**src/rtl/dcache_flush_unit.sv**
```systemverilog
// Write-back D-cache flush engine: walks every set/way, writes back dirty valid
// lines through the writeback port, invalidates every line, then pulses flush_ack_o.
module dcache_flush_unit #(
    parameter int unsigned NR_SETS = 256,
    parameter int unsigned NR_WAYS = 8,
    parameter int unsigned TAG_W   = 44,
    parameter int unsigned LINE_W  = 128,
    parameter int unsigned PLEN    = 56
) (
    input  logic                                           clk_i,
    input  logic                                           rst_ni,
    input  logic                                           flush_i,
    output logic                                           flush_ack_o,
    output logic                                           busy_o,
    output logic                                           arr_req_o,
    input  logic                                           arr_gnt_i,
    output logic                                           arr_we_o,
    output logic [$clog2(NR_SETS)-1:0]                     arr_index_o,
    output logic [((NR_WAYS > 1) ? $clog2(NR_WAYS) : 1)-1:0] arr_way_o,
    input  logic                                           arr_rvalid_i,
    input  logic [TAG_W-1:0]                               arr_tag_i,
    input  logic                                           arr_valid_i,
    input  logic                                           arr_dirty_i,
    input  logic [LINE_W-1:0]                              arr_line_i,
    output logic                                           wb_valid_o,
    input  logic                                           wb_ready_i,
    output logic [PLEN-1:0]                                wb_addr_o,
    output logic [LINE_W-1:0]                              wb_data_o,
    input  logic                                           wb_ack_i
);

    localparam int unsigned IDX_W = $clog2(NR_SETS);
    localparam int unsigned WAY_W = (NR_WAYS > 1) ? $clog2(NR_WAYS) : 1;
    localparam int unsigned OFF_W = $clog2(LINE_W / 8);

    localparam logic [IDX_W-1:0] LAST_IDX = IDX_W'(NR_SETS - 1);
    localparam logic [WAY_W-1:0] LAST_WAY = WAY_W'(NR_WAYS - 1);

    typedef enum logic [3:0] {
        IDLE,
        READ,
        WAIT_RDATA,
        WB_REQ,
        WB_WAIT,
        INVAL,
        NEXT,
        ACK,
        DRAIN
    } state_e;

    state_e             state_q;
    logic [IDX_W-1:0]   index_q;
    logic [WAY_W-1:0]   way_q;
    logic [TAG_W-1:0]   tag_q;
    logic [LINE_W-1:0]  line_q;

    assign arr_index_o = index_q;
    assign arr_way_o   = way_q;
    // Writeback payload comes straight from the capture registers; index is frozen during writeback.
    assign wb_addr_o   = PLEN'({tag_q, index_q, {OFF_W{1'b0}}});
    assign wb_data_o   = line_q;

    // Walk FSM with registered request/handshake outputs.
    always_ff @(posedge clk_i or negedge rst_ni) begin
        if (!rst_ni) begin
            state_q     <= IDLE;
            index_q     <= '0;
            way_q       <= '0;
            tag_q       <= '0;
            line_q      <= '0;
            flush_ack_o <= 1'b0;
            busy_o      <= 1'b0;
            arr_req_o   <= 1'b0;
            arr_we_o    <= 1'b0;
            wb_valid_o  <= 1'b0;
        end else begin
            flush_ack_o <= 1'b0;
            case (state_q)
                IDLE: begin
                    if (flush_i) begin
                        state_q   <= READ;
                        index_q   <= '0;
                        way_q     <= '0;
                        busy_o    <= 1'b1;
                        arr_req_o <= 1'b1;
                        arr_we_o  <= 1'b0;
                    end
                end
                READ: begin
                    if (arr_gnt_i) begin
                        state_q   <= WAIT_RDATA;
                        arr_req_o <= 1'b0;
                    end
                end
                WAIT_RDATA: begin
                    if (arr_rvalid_i) begin
                        tag_q  <= arr_tag_i;
                        line_q <= arr_line_i;
                        if (arr_valid_i && arr_dirty_i) begin
                            state_q    <= WB_REQ;
                            wb_valid_o <= 1'b1;
                        end else begin
                            state_q   <= INVAL;
                            arr_req_o <= 1'b1;
                            arr_we_o  <= 1'b1;
                        end
                    end
                end
                WB_REQ: begin
                    if (wb_ready_i) begin
                        wb_valid_o <= 1'b0;
                        // An ack coincident with ready skips the wait state.
                        if (wb_ack_i) begin
                            state_q   <= INVAL;
                            arr_req_o <= 1'b1;
                            arr_we_o  <= 1'b1;
                        end else begin
                            state_q <= WB_WAIT;
                        end
                    end
                end
                WB_WAIT: begin
                    if (wb_ack_i) begin
                        state_q   <= INVAL;
                        arr_req_o <= 1'b1;
                        arr_we_o  <= 1'b1;
                    end
                end
                INVAL: begin
                    if (arr_gnt_i) begin
                        state_q   <= NEXT;
                        arr_req_o <= 1'b0;
                        arr_we_o  <= 1'b0;
                    end
                end
                NEXT: begin
                    if (way_q == LAST_WAY) begin
                        way_q   <= '0;
                        index_q <= index_q + IDX_W'(1);
                    end else begin
                        way_q <= way_q + WAY_W'(1);
                    end
                    if ((index_q == LAST_IDX) && (way_q == LAST_WAY)) begin
                        state_q     <= ACK;
                        flush_ack_o <= 1'b1;
                    end else begin
                        state_q   <= READ;
                        arr_req_o <= 1'b1;
                    end
                end
                ACK: begin
                    state_q <= DRAIN;
                end
                DRAIN: begin
                    // The controller's registered flush_i lags the ack; never restart from here.
                    if (!flush_i) begin
                        state_q <= IDLE;
                        busy_o  <= 1'b0;
                    end
                end
                default: begin
                    state_q    <= IDLE;
                    busy_o     <= 1'b0;
                    arr_req_o  <= 1'b0;
                    arr_we_o   <= 1'b0;
                    wb_valid_o <= 1'b0;
                end
            endcase
        end
    end

endmodule

```
**config.mk**
```make
export PLATFORM = sky130hd
export DESIGN_NAME = dcache_flush_unit
export DESIGN_NICKNAME = d
export VERILOG_FILES = /design/src/rtl/dcache_flush_unit.sv
export SDC_FILE = /design/constraint.sdc
export NUM_CORES = 1
export LEC_CHECK = 0
export BUFFER_PORTS_ARGS = -buffer_cell sky130_fd_sc_hd__buf_2
export CAP_MARGIN = 15
export CELL_PAD_IN_SITES_DETAIL_PLACEMENT = 0
export CELL_PAD_IN_SITES_GLOBAL_PLACEMENT = 1
export CORE_UTILIZATION = 37
export CTS_CLUSTER_SIZE = 28
export DETAILED_ROUTE_END_ITERATION = 8
export HOLD_SLACK_MARGIN = 0.08
export PLACE_DENSITY_LB_ADDON = 0.1
export SLEW_MARGIN = 0
export SYNTH_ARGS = -nofsm -noshare
export SYNTH_HDL_FRONTEND = slang
export SYNTH_SLANG_ARGS = --single-unit
```
**constraint.sdc**
```tcl
create_clock -name clk_i -period 2.1 [get_ports clk_i]
set_input_delay 0.315 -clock clk_i [delete_from_list [all_inputs] [get_ports clk_i]]
set_output_delay 0.315 -clock clk_i [all_outputs]
set_load 0.05 [all_outputs]
```
; Word-level counts from Yosys, hierarchy flattened
; Index checks and enable logic that the tools add are counted.
[word_totals]
regBits = 192
inputBits = 181
wordCells = 92
[classes]
n_addsub = 2
n_eq_ne = 22
mux = 37
n_bitwise = 4
reduce_logical = 17
[op_table]
columns = op, count
row1 = 4-bit case mux with 9 select lines, 1
row2 = 4-bit 2-to-1 mux, 7
row3 = "2-bit != test, second input constant", 11
row4 = 1-bit 2-to-1 mux, 17
row5 = "4-bit by 3-bit == test with 1-bit output, second input constant", 4
row6 = 8-bit 2-to-1 mux, 2
row7 = 8-bit case mux with 2 select lines, 1
row8 = 7-bit AND reduction, 2
row9 = 7-bit OR reduction, 2
row10 = 3-bit 2-to-1 mux, 4
row11 = "8-bit by 1-bit adder with 8-bit output, second input constant", 1
row12 = "4-bit by 2-bit == test with 1-bit output, second input constant", 2
row13 = "8-bit == test, second input constant", 1
row14 = 1-bit case mux with 7 select lines, 1
row15 = 1-bit case mux with 3 select lines, 2
row16 = 1-bit case mux with 6 select lines, 1
row17 = 3-bit case mux with 2 select lines, 1
row18 = 3-bit AND reduction, 2
row19 = 6-bit AND reduction, 1
row20 = "4-bit by 1-bit == test with 1-bit output, second input constant", 1
row21 = "4-bit == test, second input constant", 1
row22 = 4-bit zero test, 1
row23 = 1-bit NOT, 4
row24 = 2-bit AND reduction, 2
row25 = other kinds (8), 10

; Logic depth before layout (Yosys ltp)
[depth]
ltp_word = 4
mapped_depth = 7
ltp_nobuf = 6

; Worst setup path after synthesis
; Ideal clock, no wire load.
[synth_timing]
kind = flip-flop to flip-flop
start = register way_q[0] (netlist: arr_way_o[0])
end = register arr_req_o
setup_time_ns = 0.125
t_arrival_ns = 2.051
required_ns = 1.975
setup_slack_ns = -0.076
path_stages_with_launch = 8
path_buffers = 1
period_less_slack_ns = 2.176
path_cell_list = dfrtp_1 > ha_1 > ha_1 > and3_1 > buf_6 > and4b_1 > nor3_1 > mux2_2
[synth_via]
elab_chain_cells = 4
[synth_lines]
columns = item, line
row1 = "start, declared", 53  ; logic [WAY_W-1:0] way_q;
row2 = "start signal, assigned", 141  ; way_q <= way_q + WAY_W'(1);
row3 = 3-bit == test, 143  ; if ((index_q == LAST_IDX) && (way_q == LAST_WAY)) begin
row4 = 1-bit logical AND, 143
row5 = 2-bit != test (no line), --
row6 = 7-bit AND reduction (no line), --
row7 = "end signal, assigned", 132  ; arr_req_o <= 1'b0;
row8 = "end signal, assigned", 148  ; arr_req_o <= 1'b1;
row9 = "end signal, assigned", 164  ; arr_req_o <= 1'b0;
row10 = "end, declared", 15  ; output logic arr_req_o,
; Every way passes these cells.
; A chain may end at the register's enable or synchronous reset.

; Worst setup path in the final report
; Ends and elaborated chain as after synthesis.

==> run summary <==
In this run, synthesis produced a sequential element count of 192. The critical path arrival is 2.30 ns. Of all nets on the critical path, the largest fanout is 4.

Averaged over all synthesized cells, the footprint is 15.7 um^2. TritonCTS built the clock tree. The critical path depth was 6; the largest net degree at the start of global routing was 84. The clock arrives with 0.0218 ns of skew. Total core area: 0.0212 mm^2. Together, buffers and inverters on the worst path number 0.

The vias per cell was 4.72. The number of buffers created by CTS is 17. The largest single stage delay on the critical path is 0.43 ns.

The kind of path behind the tightest hold check was in -> reg. Synthesis instantiated 51 different standard cells from the library. The tools report the cell area after technology mapping as 0.00811 mm^2. The worst register-to-register path ends at arr_req_o. At the end of the flow, the number of nets in the layout was 1077. Kind of cell with the highest combined delay on the critical path: simple AND/OR/NAND/NOR gates.

Yosys attributes the largest share of cell area to sky130_fd_sc_hd__dfrtp_1, sky130_fd_sc_hd__mux2_4, sky130_fd_sc_hd__mux2_2, sky130_fd_sc_hd__buf_6, sky130_fd_sc_hd__buf_4. The run gives 5942 as the number of global-route vias before repair. Pin placement for this block handled 381 I/O pins. In the final routed layout, each cell accounts on average for 18.0 um. For the cell count after synthesis, the log shows 515. Number of synthesized flops with an enable pin: 0. The flow ran to the end, and the final reports show no timing, DRC or antenna violations. The number of clock sinks was 192.

In the routed design, unresolved DRC markers number 0. The share of final-layout standard cells stronger than drive strength 1 was 67.2%; the total iterations of the first detailed-routing run was 4. The die is 150 um tall.

The library cell occupying the most area in the post-synthesis netlist is sky130_fd_sc_hd__dfrtp_1. The die covers 0.0225 mm^2. The tools report the portion of the post-synthesis area used by sequential elements as 59.3%. Number of hold violations in the final report: 0. After global routing the overflow that remains totals 0. The internal reg-to-reg setup slack is 0.12 ns. Walking the worst path, the cells encountered are ha_1, ha_1, and3_1, and4b_1, nor3_2, mux2_2. The total via count after detailed routing is 5583. The library cell contributing the largest single delay on the critical path is sky130_fd_sc_hd__dfrtp_2. In the global route stage, overall resource usage came out at 18.9%. The worst register-to-register path begins at arr_way_o[0]. At the worst endpoint, the required time is 2.42 ns. Among all flip-flop cells after synthesis, the most frequent one is sky130_fd_sc_hd__dfrtp_1. The largest buffer count on any clock path came out at 2. For hold timing, the worst endpoint is wb_data_o[108]. The tools report the final weighted congestion in routability-driven placement as 0.784.

The final critical-path required period works out to 1.98 ns. In this run the tool buffered the top-level ports with 376 buffer cells. Max-cap violations in this run came to 0. The initial antenna violation count is 2. The filler cell count is 1881.

Type of element capturing the critical path: a flop. The fraction of registers with async set/reset was 100%. The detailed router finished its first iteration with 148 violations. Summed over all failing endpoints, the final setup total negative slack is 0 ns. The post-route fraction of the period consumed by the critical path was 94.1%. The die outline width came out at 150 um. Setup violations remaining at the end of the flow were counted as 0. The worst setup path is of the reg -> reg kind. Row generation in the floorplan step produced 53 rows. The area growth from synthesis to layout was 34.6%. The tools report the launching element type of the critical path as a flop.

The run gives 0 as the number of warnings reported in the yosys synthesis log. The number of cells on the worst reg-to-reg path works out to 6. Of the post-synthesis cell area, the dominant cell type holds 59.3%. Timing would allow up to 506 MHz.

CTS placed an instance of sky130_fd_sc_hd__clkbuf_16 at the clock tree root. The number of cells on the worst hold path is 2, and the number of levels in the clock H-tree is 4. Setup repair after global routing left no endpoint under its margin.

Clock latency on the worst-skew pair, taken at its later pin, is 0.44 ns. The final layout contains routed wiring with a total length of 21.2 mm. For this configuration, the core starts out at a cell density of 38.2%.

The first global-routing pass estimated 32.0 mm of wire. Clock-pin slew was measured on the worst setup and hold paths at 0.09 ns. The detail route stage leaves a number of antenna-violating nets equal to 0. In this run the tightest slew margin relative to its limit is 65.6%. Cell occurring most often along the worst timing path: sky130_fd_sc_hd__ha_1. The post-detailed-placement half-perimeter wirelength is 16.1 mm, and the max-slew violation count is 0. Startpoint of the tightest hold check path: arr_line_i[108].

At the pin with the least slew margin, the transition time is 0.516 ns.
==> synthesized netlist by cell type, drive strengths merged (2+ instances only) <==
| master | n |
|---|---|
| nor3 | 3 |
| nand2b | 4 |
| dfrtp | 192 |
| or4 | 2 |
| o211ai | 3 |
| buf | 37 |
| o31ai | 5 |
| and3 | 3 |
| clkbuf | 3 |
| mux2 | 175 |
| nand2 | 10 |
| nor2b | 6 |
| and2 | 3 |
| or2 | 3 |
| nand3 | 7 |
| nor2 | 7 |
| a22o | 2 |
| o21ai | 11 |
| o2111ai | 2 |
| ha | 3 |
| a21oi | 8 |
| xor2 | 4 |
| inv | 3 |
| nor3b | 3 |
==> cell families after synthesis <==
family | Yosys count | share of synthesized area [%]
DFF | 192 | 59.3
muxes | 175 | 28.1
buffers and inverters | 43 | 3.87
and+or+nand+nor | 59 | 4.45
other | 1 | 0.0463
xor gates and xnor gates | 4 | 0.432
adders and majority gates | 4 | 0.587
AOI/OAI and AO/OA | 37 | 3.29
==> metrics by stage <==
stage	worst slack, ns	instances	instance area (um^2)	hold slack [ns]	utilization, %
after global routing	0.0279	1181	10900	0.0833	51.4
after floorplan	0.0330	518	8120	0.0194	-
after global placement	0.172	1144	10300	0.273	48.4
after detailed placement	0.0755	1144	10300	0.272	48.4
after CTS	0.0766	1181	10900	0.0800	51.4
final	0.123	1182	10900	0.105	51.4
==> cell type report <==
type                    instances  area (um^2)  area share [%]
diodes                          1         2.50          0.0229
clock buffers                  17          425            3.90
clock inverters                15          166            1.52
inverters                       3         11.3           0.103
multi-input cells             283         3020            27.6
flip-flops and latches        192         4810            44.0
well taps                     275          344            3.15
repair buffers                396         2140            19.6
==> what timing repair did <==
item | CTS | global route
endpoints found under the setup margin | 0 | 1
resized for setup | 0 | 1
hold endpoints to repair | 41 | 0
setup buffers | 0 | 0
hold buffers | 5 | 0
==> layout by cell type (no fill, tap or decap), drive strengths merged, types with 4 or more instances in the layout <==
master	instances
mux2	175
xor2	4
dfrtp	192
dlygate4sd3	5
clkbuf	18
nand3	7
nand2b	4
buf	390
clkinv	7
a21oi	8
nor2	7
o21ai	11
o31ai	5
nand2	10
inv	11
conb	4
nor2b	6
==> flip-flops by register name, summed over array words and instances, names as in the netlist <==
| signal | count |
|---|---|
| arr_way_o | 3 |
| arr_we_o | 1 |
| wb_data_o | 128 |
| state_q | 4 |
| arr_req_o | 1 |
| arr_index_o | 8 |
| busy_o | 1 |
| tag_q | 44 |
| wb_valid_o | 1 |
| flush_ack_o | 1 |
==> how the worst max path moves through the flow <==
stage                     slack [ns]         start         to
after CTS                       0.08  arr_way_o[0]  arr_req_o
after global placement          0.17  arr_way_o[0]  arr_req_o
after global routing            0.03  arr_way_o[0]  arr_req_o
final                           0.12  arr_way_o[0]  arr_req_o
after floorplan                 0.03  arr_way_o[0]  arr_req_o
after detailed placement        0.08  arr_way_o[0]  arr_req_o
==> metal layers <==
layer / GRT usage, % / up-vias / share of wire (%) / wire length, um
li1: - / 2559 / - / -
met1: 21.2 / 2777 / 38 / 8040
met2: 33.3 / 222 / 53 / 11300
met3: 5.91 / 23 / 7.3 / 1550
met4: 6.87 / 2 / 1.6 / 335
met5: 0 / - / 0.080 / 17
Power is left out: the tool's default activity adds up to more than one toggle a clock period on the data nets, which glitch-free logic cannot reach.
